### config.mk
export PLATFORM = sky130hd
export DESIGN_NAME = key_select_ctrl
export DESIGN_NICKNAME = d
export VERILOG_FILES = /design/src/rtl/key_select_ctrl_pkg.sv /design/src/rtl/key_select_ctrl_sync2.sv /design/src/rtl/key_select_ctrl.sv
export SDC_FILE = /design/constraint.sdc
export NUM_CORES = 1
export LEC_CHECK = 0
export CAP_MARGIN = 20
export CORE_MARGIN = 1.5
export CORE_UTILIZATION = 49
export CTS_CLUSTER_SIZE = 40
export DETAILED_ROUTE_END_ITERATION = 16
export GPL_TIMING_DRIVEN = 0
export PLACE_DENSITY = 0.75
export SYNTH_ARGS = -nofsm -noshare
export SYNTH_HDL_FRONTEND = slang
export SYNTH_HIERARCHICAL = 1
export SYNTH_SLANG_ARGS = --single-unit
### constraint.sdc
create_clock -name CLOCK_50 -period 1.9 [get_ports CLOCK_50]
set_input_delay 0.285 -clock CLOCK_50 [delete_from_list [all_inputs] [get_ports CLOCK_50]]
set_output_delay 0.285 -clock CLOCK_50 [all_outputs]
set_load 0.005 [all_outputs]
### src/rtl/key_select_ctrl_pkg.sv
// Shared types and defaults for the KEY[3] A/B select control stage.
package sel_pkg;

    localparam int unsigned SEL_WIDTH_DEF = 7;
    localparam int unsigned DEBOUNCE_DEF  = 500000;
    localparam int unsigned REPEAT_DEF    = 25000000;

    typedef enum logic [1:0] {
        RELEASED    = 2'd0,
        PRESS_CHK   = 2'd1,
        PRESSED     = 2'd2,
        RELEASE_CHK = 2'd3
    } sel_state_t;

    // Counter width large enough to hold max(a, b) - 1, never narrower than one bit.
    function automatic int unsigned cnt_width(input int unsigned a, input int unsigned b);
        int unsigned m;
        m = (a > b) ? a : b;
        return (m > 2) ? $clog2(m) : 1;
    endfunction

endpackage

### src/rtl/key_select_ctrl_sync2.sv
// Generic two-flop synchroniser with a configurable reset value.
module sync2 #(
    parameter logic RESET_VAL = 1'b1
) (
    input  logic clk,
    input  logic rst,
    input  logic d,
    output logic q
);

    logic meta;

    always_ff @(posedge clk or posedge rst) begin
        if (rst) begin
            meta <= RESET_VAL;
            q    <= RESET_VAL;
        end else begin
            meta <= d;
            q    <= meta;
        end
    end

endmodule

### src/rtl/key_select_ctrl.sv
// Debounced KEY[3] press toggles the A/B select, strobes, and captures the chosen operand.
// Optional auto-repeat while held is enabled by defining SEL_AUTO_REPEAT_EN.
module key_select_ctrl
    import sel_pkg::*;
#(
    parameter int unsigned WIDTH           = SEL_WIDTH_DEF,
    parameter int unsigned DEBOUNCE_CYCLES = DEBOUNCE_DEF,
    parameter int unsigned REPEAT_CYCLES   = REPEAT_DEF
) (
    input  logic             CLOCK_50,
    input  logic             RESET,
    input  logic             KEY_N,
    input  logic [WIDTH-1:0] A,
    input  logic [WIDTH-1:0] B,
    output logic             SEL,
    output logic             SEL_PULSE,
    output logic [WIDTH-1:0] DATA_Q,
    output logic             VALID
);

    localparam int unsigned CW = cnt_width(DEBOUNCE_CYCLES, REPEAT_CYCLES);
    localparam logic [CW-1:0] DB_LAST = CW'(DEBOUNCE_CYCLES - 1);

    sel_state_t    state;
    logic [CW-1:0] cnt;
    logic          k_s;
    logic          fire;

    sync2 #(.RESET_VAL(1'b1)) u_sync (
        .clk (CLOCK_50),
        .rst (RESET),
        .d   (KEY_N),
        .q   (k_s)
    );

`ifdef SEL_AUTO_REPEAT_EN
    localparam logic [CW-1:0] RP_LAST = CW'(REPEAT_CYCLES - 1);
    logic [CW-1:0] rpt;

    always_comb begin
        fire = 1'b0;
        if (state == PRESS_CHK && !k_s && cnt == DB_LAST)
            fire = 1'b1;
        if (state == PRESSED && !k_s && rpt == RP_LAST)
            fire = 1'b1;
    end

    // Survives PRESSED<->RELEASE_CHK bounces; only a completed release clears it.
    always_ff @(posedge CLOCK_50 or posedge RESET) begin
        if (RESET) begin
            rpt <= '0;
        end else if (state == PRESSED && !k_s) begin
            rpt <= (rpt == RP_LAST) ? '0 : rpt + 1'b1;
        end else if (state == RELEASE_CHK && k_s && cnt == DB_LAST) begin
            rpt <= '0;
        end
    end
`else
    always_comb begin
        fire = 1'b0;
        if (state == PRESS_CHK && !k_s && cnt == DB_LAST)
            fire = 1'b1;
    end
`endif

    always_ff @(posedge CLOCK_50 or posedge RESET) begin
        if (RESET) begin
            state     <= RELEASED;
            cnt       <= '0;
            SEL       <= 1'b0;
            SEL_PULSE <= 1'b0;
            DATA_Q    <= '0;
            VALID     <= 1'b0;
        end else begin
            SEL_PULSE <= 1'b0;

            case (state)
                RELEASED: begin
                    if (!k_s) begin
                        state <= PRESS_CHK;
                        cnt   <= '0;
                    end
                end
                PRESS_CHK: begin
                    if (k_s) begin
                        state <= RELEASED;
                        cnt   <= '0;
                    end else if (cnt == DB_LAST) begin
                        state <= PRESSED;
                        cnt   <= '0;
                    end else begin
                        cnt <= cnt + 1'b1;
                    end
                end
                PRESSED: begin
                    if (k_s) begin
                        state <= RELEASE_CHK;
                        cnt   <= '0;
                    end
                end
                RELEASE_CHK: begin
                    if (!k_s) begin
                        state <= PRESSED;
                        cnt   <= '0;
                    end else if (cnt == DB_LAST) begin
                        state <= RELEASED;
                        cnt   <= '0;
                    end else begin
                        cnt <= cnt + 1'b1;
                    end
                end
                default: begin
                    state <= RELEASED;
                    cnt   <= '0;
                end
            endcase

            // Operand follows the new select: old SEL=0 selects B.
            if (fire) begin
                SEL       <= ~SEL;
                SEL_PULSE <= 1'b1;
                DATA_Q    <= SEL ? A : B;
                VALID     <= 1'b1;
            end
        end
    end

endmodule

==> results.sh, run 1 <==
export IMPL_pwr_share_seq_pct=55.2
export IMPL_rows=23
export IMPL_grt_use_total_pct=24.0
export IMPL_switching_share_pct=24.5
export IMPL_internal_power_w=0.00119
export IMPL_core_area_mm2=0.00403
export IMPL_clk_path_buf_depth=2
export IMPL_numCtsBuffers=5
export IMPL_dpl_cell_count=279
export IMPL_tritoncts="built"
export IMPL_gp_congestion=0.859
export IMPL_drive_gt1_share_pct=31.3
export IMPL_finalHoldViolCount=0
export IMPL_yosys_most_used_dff="dfrtp_1"
export IMPL_crit_path_start_kind="flop"
export IMPL_setup_ws_ps=-102
export IMPL_ctsHtreeMaxLevel=2
export IMPL_portBuffers=26
export IMPL_avgSynthCellArea_um2=10.2
export IMPL_final_setup_viol_count=12
export IMPL_finClkSkew_ps=3.42
export IMPL_antennaDiodeCount=0
export IMPL_cts_num_sinks=39
export IMPL_syn_area_mm2=0.00207
export IMPL_dpl_hpwl_um=3240
export IMPL_cp_max_fo=5
export IMPL_period_share_pct=105
export IMPL_routedWlPerCell_um=16.7
export IMPL_io_pins=27
export IMPL_yosys_area_top_type="dfrtp_1"
export IMPL_placed_area_mm2=0.00239
export IMPL_area_delta_synth_final_pct=31.7
export IMPL_p_clk_share_pct=34.9
export IMPL_worstMarginPinSlew_ps=910
export IMPL_fin_crit_ps=2000
export IMPL_die_w_um=68.0
export IMPL_hold_buffers=0
export IMPL_clk_pin_slew_ps=80
export IMPL_final_area_mm2=0.00272
export IMPL_synth_edf_count=0
export IMPL_antenna_found_initial=0
export IMPL_grt_ovfl_total=0
export IMPL_synth_distinct_cells=46
export IMPL_synth_cells=203
export IMPL_synth_warning_count=6
export IMPL_cp_end_kind="flop"
export IMPL_start_util_pct=51.3
export IMPL_ys_seq_area_share_pct=47.3
export IMPL_grt_setup_unrepaired="true"
export IMPL_power_density_mw_per_mm2=580
export IMPL_synthArstFlopShare_pct=100
export IMPL_synth_top_cell_area_share_pct=44.8
export IMPL_violations="negative setup slack"
export IMPL_drv_cap=0
export IMPL_cp_data_required_time_ps=2080
export IMPL_drc=0
export IMPL_criticalPathCategory="reg2reg"
export IMPL_arrival_ps=2180
export IMPL_hp_class="in2async"
export IMPL_nNetsFinal=273
export IMPL_ir_drop_mv=0.419
export IMPL_cts_root_buf="clkbuf_8"
export IMPL_status="finished, violations left"
export IMPL_clk_latency_ps=290
export IMPL_grt_first_pass_wirelength_um=8230
export IMPL_power_leakage_nw=1.13
export IMPL_synth_area_top_cells="dfrtp_1, mux2_4, a31oi_1, mux2_2, nand2_1"
export IMPL_synth_most_common_cell="dfrtp_1"
export IMPL_viasPerCell=6.00
export IMPL_max_clock_freq_mhz=500
export IMPL_synth_seq_cells=39
export IMPL_synthTopCellsByCount="dfrtp_1, nand2_1, a31oi_1"
export IMPL_fin_cells=306
export IMPL_combPwrFrac_pct=9.9
export IMPL_grt_pass1_vias=1740
export IMPL_drt_pass1_iter_count=4
export IMPL_relSlewSlack_pct=39.1
export IMPL_die_h_um=68.0
export IMPL_num_vias=1835
export IMPL_die_area_mm2=0.00462
export IMPL_synth_nets=221
export IMPL_grt_max_degree=38
export IMPL_drt_iter0_markers=126
export IMPL_fillCellCount=302
export IMPL_slew_violations=0
export IMPL_postRouteAntennaNets=0
export IMPL_power_switching_w=0.000387
export IMPL_routed_wirelength_um=5100
[what timing repair did]
| item | CTS | global route |
|---|---|---|
| pin swaps | 3 | 6 |
| cloned | 1 | 0 |
| gates resized for setup | 13 | 20 |
| setup buffers | 17 | 2 |
| endpoints found under the setup margin | 32 | 31 |
[metrics by stage]
| step | hold slack [ps] | power, W | util [%] | setup TNS [ps] | worst slack (ps) |
|---|---|---|---|---|---|
| 2_1_floorplan | 197 | 0.000961 | - | 0 | 4.78 |
| 3_3_place_gp | 346 | 0.00103 | 59.4 | -8620 | -291 |
| 3_5_place_dp | 351 | 0.00103 | 59.4 | -7250 | -356 |
| 4_1_cts | 364 | 0.00159 | 65.7 | -529 | -75.6 |
| 5_1_grt | 373 | 0.00165 | 67.6 | -2150 | -166 |
| 6_report | 363 | 0.00158 | 67.6 | -740 | -102 |
[power by group through the flow]
stage	clock, W	sequential, W	combinational, W
2_1_floorplan	0	0.000886	0.0000751
3_3_place_gp	0	0.000887	0.000143
3_5_place_dp	0	0.000889	0.000145
4_1_cts	0.000561	0.000870	0.000155
5_1_grt	0.000603	0.000875	0.000172
6_report	0.000551	0.000871	0.000156
[sequential cells by signal, indices dropped and copies added, names as in the netlist, named ones only]
| signal | count |
|---|---|
| u_sync/q | 1 |
| DATA_Q | 7 |
| VALID | 1 |
| u_sync/meta | 1 |
| state | 1 |
| SEL_PULSE | 1 |
| SEL | 1 |
| cnt | 25 |
[critical path: stages (launching register included)]
cell,delay [ps]
dfrtp_2,470
nor4_2,230
and4_4,290
nand3_2,80
or3_4,350
buf_6,150
mux2_4,300
[path summary, 6_finish.rpt]
check | startpoint | endpoint | slack, ps | cells past startpoint
worst min-delay path | RESET | u_sync/q | 360 | 2
worst max-delay path | cnt[6] | DATA_Q[0] | -100 | 6
min in group CLOCK_50 | u_sync/meta | u_sync/q | 370 | 0
worst min register to register | u_sync/meta | u_sync/q | 370 | 0
max in group asynchronous | RESET | cnt[8] | 890 | 2
worst max register to register | cnt[6] | DATA_Q[0] | -100 | 6
[layer usage]
| metal | global-route usage, % | vias to the layer above | part of all wire [%] |
|---|---|---|---|
| li1 | - | 865 | - |
| met1 | 32.1 | 888 | 43 |
| met2 | 37.7 | 72 | 49 |
| met3 | 6.41 | 10 | 5.7 |
| met4 | 8.00 | 0 | 1.8 |
| met5 | 0 | - | 0 |
[placed cells by master, fill, tap and decap left out, types with 3 or more instances in the layout]
cell              n
dfrtp_1          31
clkdlybuf4s50_1  26
nand2_1          22
buf_4            19
a31oi_1          16
a21oi_1          11
mux2_2            8
mux2_4            7
nand2b_1          6
nor2_1            6
dfrtp_2           6
nand4_1           5
nand3_1           5
buf_6             5
o21ai_0           5
inv_1             5
clkbuf_8          5
and4_1            3
nor4_2            3
xnor2_1           3
xor2_1            3
a41oi_1           3
o311ai_0          3
nor4_1            3
[cell families (layout without fill, tap and decap cells)]
kind of cell             count (synthesis)  in the layout  synth area share, %
buffers and inverters                   17             70                 3.75
AND/OR/NAND/NOR                         71             71                 19.6
AO/OA/AOI/OAI                           54             54                 16.7
XOR/XNOR                                 6              6                 2.54
adder cells (fa/ha/maj)                  1              1                0.605
flip-flops                              39             39                 47.3
multiplexers                            15             15                 9.44
[area by class of cell]
type	count	area [um2]	share of cell area, %
clock buffers	5	68.8	2.53
multi-input cells	147	1070	39.5
plain buffers	10	66.3	2.44
repair buffers	46	422	15.5
well taps	50	62.6	2.30
flip-flops and latches	39	986	36.2
clock inverters	3	20.0	0.735
inverters	6	22.5	0.827
Note: power is estimated with default switching activity, not from simulation.
==> inputs of run 2 (changes only) <==
- CORE_MARGIN: 1.5 -> 10
- clock period: 1.9 -> 1.6 ns (I/O delays scaled with it)
==> run 2 against run 1 <==
  * The flow still finishes with violations (negative setup slack)
  * Power rose by 47%
  * Die area grew 56%
  * Clock skew is 9.4 ps higher
  * Wire length rose by 64%
==> results.sh, run 2 (synthesized netlist as in run 1, its figures left out) <==
export IMPL_drt_pass1_iter_count=6
export IMPL_reg2reg_depth=7
export IMPL_status="finished, violations left"
export IMPL_setup_ws_ps=-508
export IMPL_drive_gt1_share_pct=46.5
export IMPL_dpl_worst_slack_ps=-586
export IMPL_portBuffers=26
export IMPL_core_area_mm2=0.00403
export IMPL_crit_slowest_cell="dfrtp_1"
export IMPL_die_h_um=85.0
export IMPL_ir_drop_mv=0.640
export IMPL_grt_use_total_pct=17.1
export IMPL_crit_chain="ha_2 > nand4_1 > nor2_2 > nand3_2 > or3_1 > buf_6 > mux2_4"
export IMPL_antenna_found_initial=0
export IMPL_power_density_mw_per_mm2=718
export IMPL_grt_setup_unrepaired="true"
export IMPL_num_vias=2253
export IMPL_nNetsFinal=292
export IMPL_clk_latency_ps=310
export IMPL_final_setup_viol_count=33
export IMPL_cp_end_kind="flop"
export IMPL_area_delta_synth_final_pct=56.5
export IMPL_grt_first_pass_wirelength_um=10000
export IMPL_period_share_pct=132
export IMPL_max_stage_delay_ps=400
export IMPL_ctsHtreeMaxLevel=2
export IMPL_criticalPathCategory="reg2reg"
export IMPL_fin_crit_ps=2110
export IMPL_violations="negative setup slack"
export IMPL_dpl_cell_count=279
export IMPL_tritoncts="built"
export IMPL_worstMarginPinSlew_ps=931
export IMPL_top_register="cnt"
export IMPL_cp_max_fo=10
export IMPL_total_power_w=0.00232
export IMPL_gp_congestion=0.874
export IMPL_r2r_start="cnt[0]"
export IMPL_io_pins=27
export IMPL_drt_iter0_markers=233
export IMPL_arrival_ps=2290
export IMPL_final_cell_mix="dfrtp_1, clkdlybuf4s50_1, buf_4"
export IMPL_power_leakage_nw=1.36
export IMPL_antennaDiodeCount=0
export IMPL_start_util_pct=51.3
export IMPL_cts_root_buf="clkbuf_8"
export IMPL_layout_commonest_cell="dfrtp_1"
export IMPL_slew_violations=0
export IMPL_die_area_mm2=0.00722
export IMPL_grt_pass1_vias=1998
export IMPL_post_route_util_pct=80.3
export IMPL_cts_num_sinks=39
export IMPL_cp_top_family="simple AND/OR/NAND/NOR gates"
export IMPL_crit_path_start_kind="flop"
export IMPL_cp_data_required_time_ps=1780
export IMPL_worst_r2r_setup_slack_ps=-510
export IMPL_hp_class="in2async"
export IMPL_critical_path_buf_inv_count=1
export IMPL_max_clock_freq_mhz=474
export IMPL_finalHoldViolCount=0
export IMPL_rows=23
export IMPL_postRouteAntennaNets=0
export IMPL_finClkSkew_ps=12.8
export IMPL_grt_ovfl_total=0
export IMPL_relSlewSlack_pct=37.7
export IMPL_worst_hold_slack_ps=300
export IMPL_routed_wirelength_um=8340
export IMPL_drv_cap=0
export IMPL_routedWlPerCell_um=25.7
export IMPL_numCtsBuffers=5
export IMPL_grt_max_degree=38
export IMPL_die_w_um=85.0
export IMPL_clk_path_buf_depth=2
export IMPL_clk_pin_slew_ps=70
export IMPL_dpl_hpwl_um=3370
export IMPL_hold_buffers=0
export IMPL_fin_cells=325
export IMPL_viasPerCell=6.93
export IMPL_timing_rr_end="DATA_Q[2]"
export IMPL_reg_top3="cnt: 25 flops, DATA_Q: 7 flops"
export IMPL_drc=0
export IMPL_largest_reg_flops=25
run 2: timing repair:
item                                    4_1_cts  5_1_grt
cloned                                        2        3
pin swaps                                     7       17
endpoints found under the setup margin       33       33
setup buffers                                23       11
gates resized for setup                      41       47
run 2: layout make-up:
cell class,count,area [um2]
Multi-Input combinational cell,147,1280
Sequential cell,39,990
Fill cell,222,793
Timing Repair Buffer,65,641
Buffer,10,105
Clock buffer,6,72.6
Tap cell,50,62.6
Clock inverter,2,60.1
Inverter,6,22.5
run 2: worst max path at each step:
stage	endpoint	slack [ps]	start	cells past startpoint
after floorplan	DATA_Q[0]	-300	cnt[0]	7
after global placement	cnt[11]	-600	cnt[0]	8
after detailed placement	cnt[12]	-590	cnt[0]	8
after CTS	DATA_Q[2]	-380	cnt[6]	6
after global routing	DATA_Q[2]	-560	cnt[14]	6
final	DATA_Q[2]	-510	cnt[0]	7
run 2: where the power goes:
part	leakage [nW]	internal, W	switching [W]
registers	0.503	0.00101	0.0000324
logic	0.795	0.000159	0.000129
clock network	0.0654	0.000623	0.000364
total	1.36	0.00180	0.000526
run 2: per-layer routing:
layer,up-vias,part of all wire [%],track usage [%]
met1,1107,36,18.5
met3,57,8.6,4.88
met4,0,5.7,9.88
met5,-,0,0
met2,180,50,29.2
li1,909,-,-
run 2: through the flow:
stage / setup TNS, ps / instance area, um2
2_1_floorplan: -5390 / 2080
6_report: -13710 / 3240
3_5_place_dp: -15970 / 2400
4_1_cts: -6950 / 2870
5_1_grt: -15430 / 3240
3_3_place_gp: -27580 / 2400
==> inputs of run 3 (changes only) <==
--- a/config.mk
+++ b/config.mk
@@ -14,2 +14,3 @@
 export PLACE_DENSITY = 0.75
+export SLEW_MARGIN = 30
 export SYNTH_ARGS = -nofsm -noshare
==> constraint.sdc (replaced) <==
create_clock -name CLOCK_50 -period 1.6 [get_ports CLOCK_50]
set_input_delay 0.48 -clock CLOCK_50 [delete_from_list [all_inputs] [get_ports CLOCK_50]]
set_output_delay 0.48 -clock CLOCK_50 [all_outputs]
set_load 0.005 [all_outputs]
==> run 3 against run 2 <==
  * Critical path type unchanged
  * Hold slack better by 62 ps
  * Cell count is 1.8% higher
  * Highest routed layer unchanged
  * Die area stayed put
  * Largest cell class unchanged
  * First-iteration DRC count is 34% higher
  * Clock power is 32% lower
  * The flow still finishes with violations (negative setup slack)
  * Critical endpoint is now cnt[13]
==> results.sh, run 3 (synthesized netlist as in run 1, its figures left out) <==
export IMPL_area_delta_synth_final_pct=57.0
export IMPL_final_setup_viol_count=34
export IMPL_ir_drop_mv=0.478
export IMPL_crit_path_start_kind="flop"
export IMPL_hp_class="reg2reg"
export IMPL_gp_congestion=0.874
export IMPL_drt_pass1_iter_count=5
export IMPL_grt_max_degree=25
export IMPL_nNetsFinal=298
export IMPL_layout_commonest_cell="dfrtp_1"
export IMPL_finClkSkew_ps=11.9
export IMPL_status="finished, violations left"
export IMPL_worstMarginPinSlew_ps=953
export IMPL_top_register="cnt"
export IMPL_start_util_pct=51.3
export IMPL_drive_gt1_share_pct=46.6
export IMPL_placed_area_mm2=0.00243
export IMPL_total_power_w=0.00198
export IMPL_clk_path_buf_depth=2
export IMPL_postRouteAntennaNets=0
export IMPL_final_cell_mix="dfrtp_1, buf_4, nand2_1"
export IMPL_fin_crit_ps=2100
export IMPL_grtUsageMet1_pct=19.4
export IMPL_grt_busiest_layer="met2"
export IMPL_grt_setup_unrepaired="true"
export IMPL_numCtsBuffers=5
export IMPL_antenna_found_initial=0
export IMPL_drv_cap=0
export IMPL_dpl_hpwl_um=3420
export IMPL_slew_violations=0
export IMPL_power_density_mw_per_mm2=610
export IMPL_dpl_worst_slack_ps=-585
export IMPL_die_h_um=85.0
export IMPL_final_area_mm2=0.00325
export IMPL_cp_max_fo=5
export IMPL_power_leakage_nw=1.39
export IMPL_drc=0
export IMPL_reg_top3="cnt: 25 flops, DATA_Q: 7 flops"
export IMPL_cts_root_buf="clkbuf_8"
export IMPL_met2_usage_pct=30.0
export IMPL_tritoncts="built"
export IMPL_die_w_um=85.0
export IMPL_cp_end_kind="flop"
export IMPL_arrival_ps=2290
export IMPL_routedWlPerCell_um=24.3
export IMPL_cts_num_sinks=39
export IMPL_relSlewSlack_pct=36.3
export IMPL_die_area_mm2=0.00722
export IMPL_grt_pass1_vias=2084
export IMPL_fillCellCount=228
export IMPL_dpl_cell_count=280
export IMPL_viasPerCell=6.71
export IMPL_criticalPathCategory="reg2reg"
export IMPL_ctsHtreeMaxLevel=2
export IMPL_grt_first_pass_wirelength_um=10500
export IMPL_setup_ws_ps=-499
export IMPL_grt_ovfl_total=0
export IMPL_drt_iter0_markers=312
export IMPL_max_clock_freq_mhz=476
export IMPL_fin_cells=331
export IMPL_worst_hold_slack_ps=362
export IMPL_cp_data_required_time_ps=1800
export IMPL_routed_wirelength_um=8050
export IMPL_portBuffers=26
export IMPL_num_vias=2222
export IMPL_gr_usage_met3_pct=5.35
export IMPL_finalHoldViolCount=0
export IMPL_violations="negative setup slack"
export IMPL_core_area_mm2=0.00403
export IMPL_largest_reg_flops=25
export IMPL_clk_pin_slew_ps=80
export IMPL_clk_latency_ps=310
export IMPL_period_share_pct=131
export IMPL_grt_use_total_pct=17.8
export IMPL_io_pins=27
export IMPL_rows=23
export IMPL_antennaDiodeCount=0
[run 3: cell types whose count changed in the layout (fill, tap and decap cells not counted), moves of 3 or more]
cell	delta
clkdlybuf4s50_1	-10
dlygate4sd2_1	+10
buf_6	+5
a21oi_4	-3
buf_4	+3
clkbuf_16	-3
nand2_1	+3
[run 3: power breakdown]
| group | total, W | internal (W) | leakage, nW | switching, W |
|---|---|---|---|---|
| sequential | 0.00104 | 0.00101 | 0.506 | 0.0000277 |
| clock | 0.000673 | 0.000305 | 0.0412 | 0.000368 |
| combinational | 0.000267 | 0.000146 | 0.847 | 0.000120 |
[run 3: worst max-delay path, stage by stage (launching register included)]
cell	delay (ps)
dfrtp_1	410
nor4_2	360
and4_4	310
buf_4	120
buf_6	90
a21oi_4	80
buf_6	150
buf_4	140
a221o_1	330
[run 3: metal layers]
metal  part of all wire (%)  up-vias
met2                     51      176
li1                       -      920
met5                      0        -
met4                    4.0        0
met1                     36     1085
met3                    9.5       41
[run 3: metrics by stage]
| step | TNS [ps] | util [%] |
|---|---|---|
| floorplan | -5390 | - |
| global placement | -36460 | 59.6 |
| detailed placement | -15750 | 60.2 |
| CTS | -5820 | 74.0 |
| global route | -15280 | 80.6 |
| finish | -12950 | 80.6 |
[run 3: path summary, 6_finish.rpt]
check	depth (start not counted)	slack, ps	from	end
setup / recovery	8	-500	cnt[24]	cnt[13]
max in group asynchronous	3	670	RESET	cnt[10]
min in group asynchronous	2	480	RESET	cnt[3]
hold reg to reg	0	360	u_sync/meta	u_sync/q
hold / removal	0	360	u_sync/meta	u_sync/q
setup reg to reg	8	-500	cnt[24]	cnt[13]
[run 3: what timing repair did]
action / CTS / global route
endpoints found under the setup margin: 43 / 33
cloned: 5 / 1
gates resized for setup: 68 / 40
buffers inserted: 29 / 11
pin swaps: 19 / 12
hold buffers: 0 / 0
[run 3: layout make-up]
| cell class | count | area, um2 | area share (%) |
|---|---|---|---|
| Timing Repair Buffer | 71 | 681 | 21.0 |
| Clock inverter | 2 | 12.5 | 0.386 |
| Buffer | 10 | 92.6 | 2.85 |
| Inverter | 6 | 22.5 | 0.694 |
| Clock buffer | 6 | 72.6 | 2.24 |
| Sequential cell | 39 | 987 | 30.4 |
| Tap cell | 50 | 62.6 | 1.93 |
| Multi-Input combinational cell | 147 | 1320 | 40.5 |
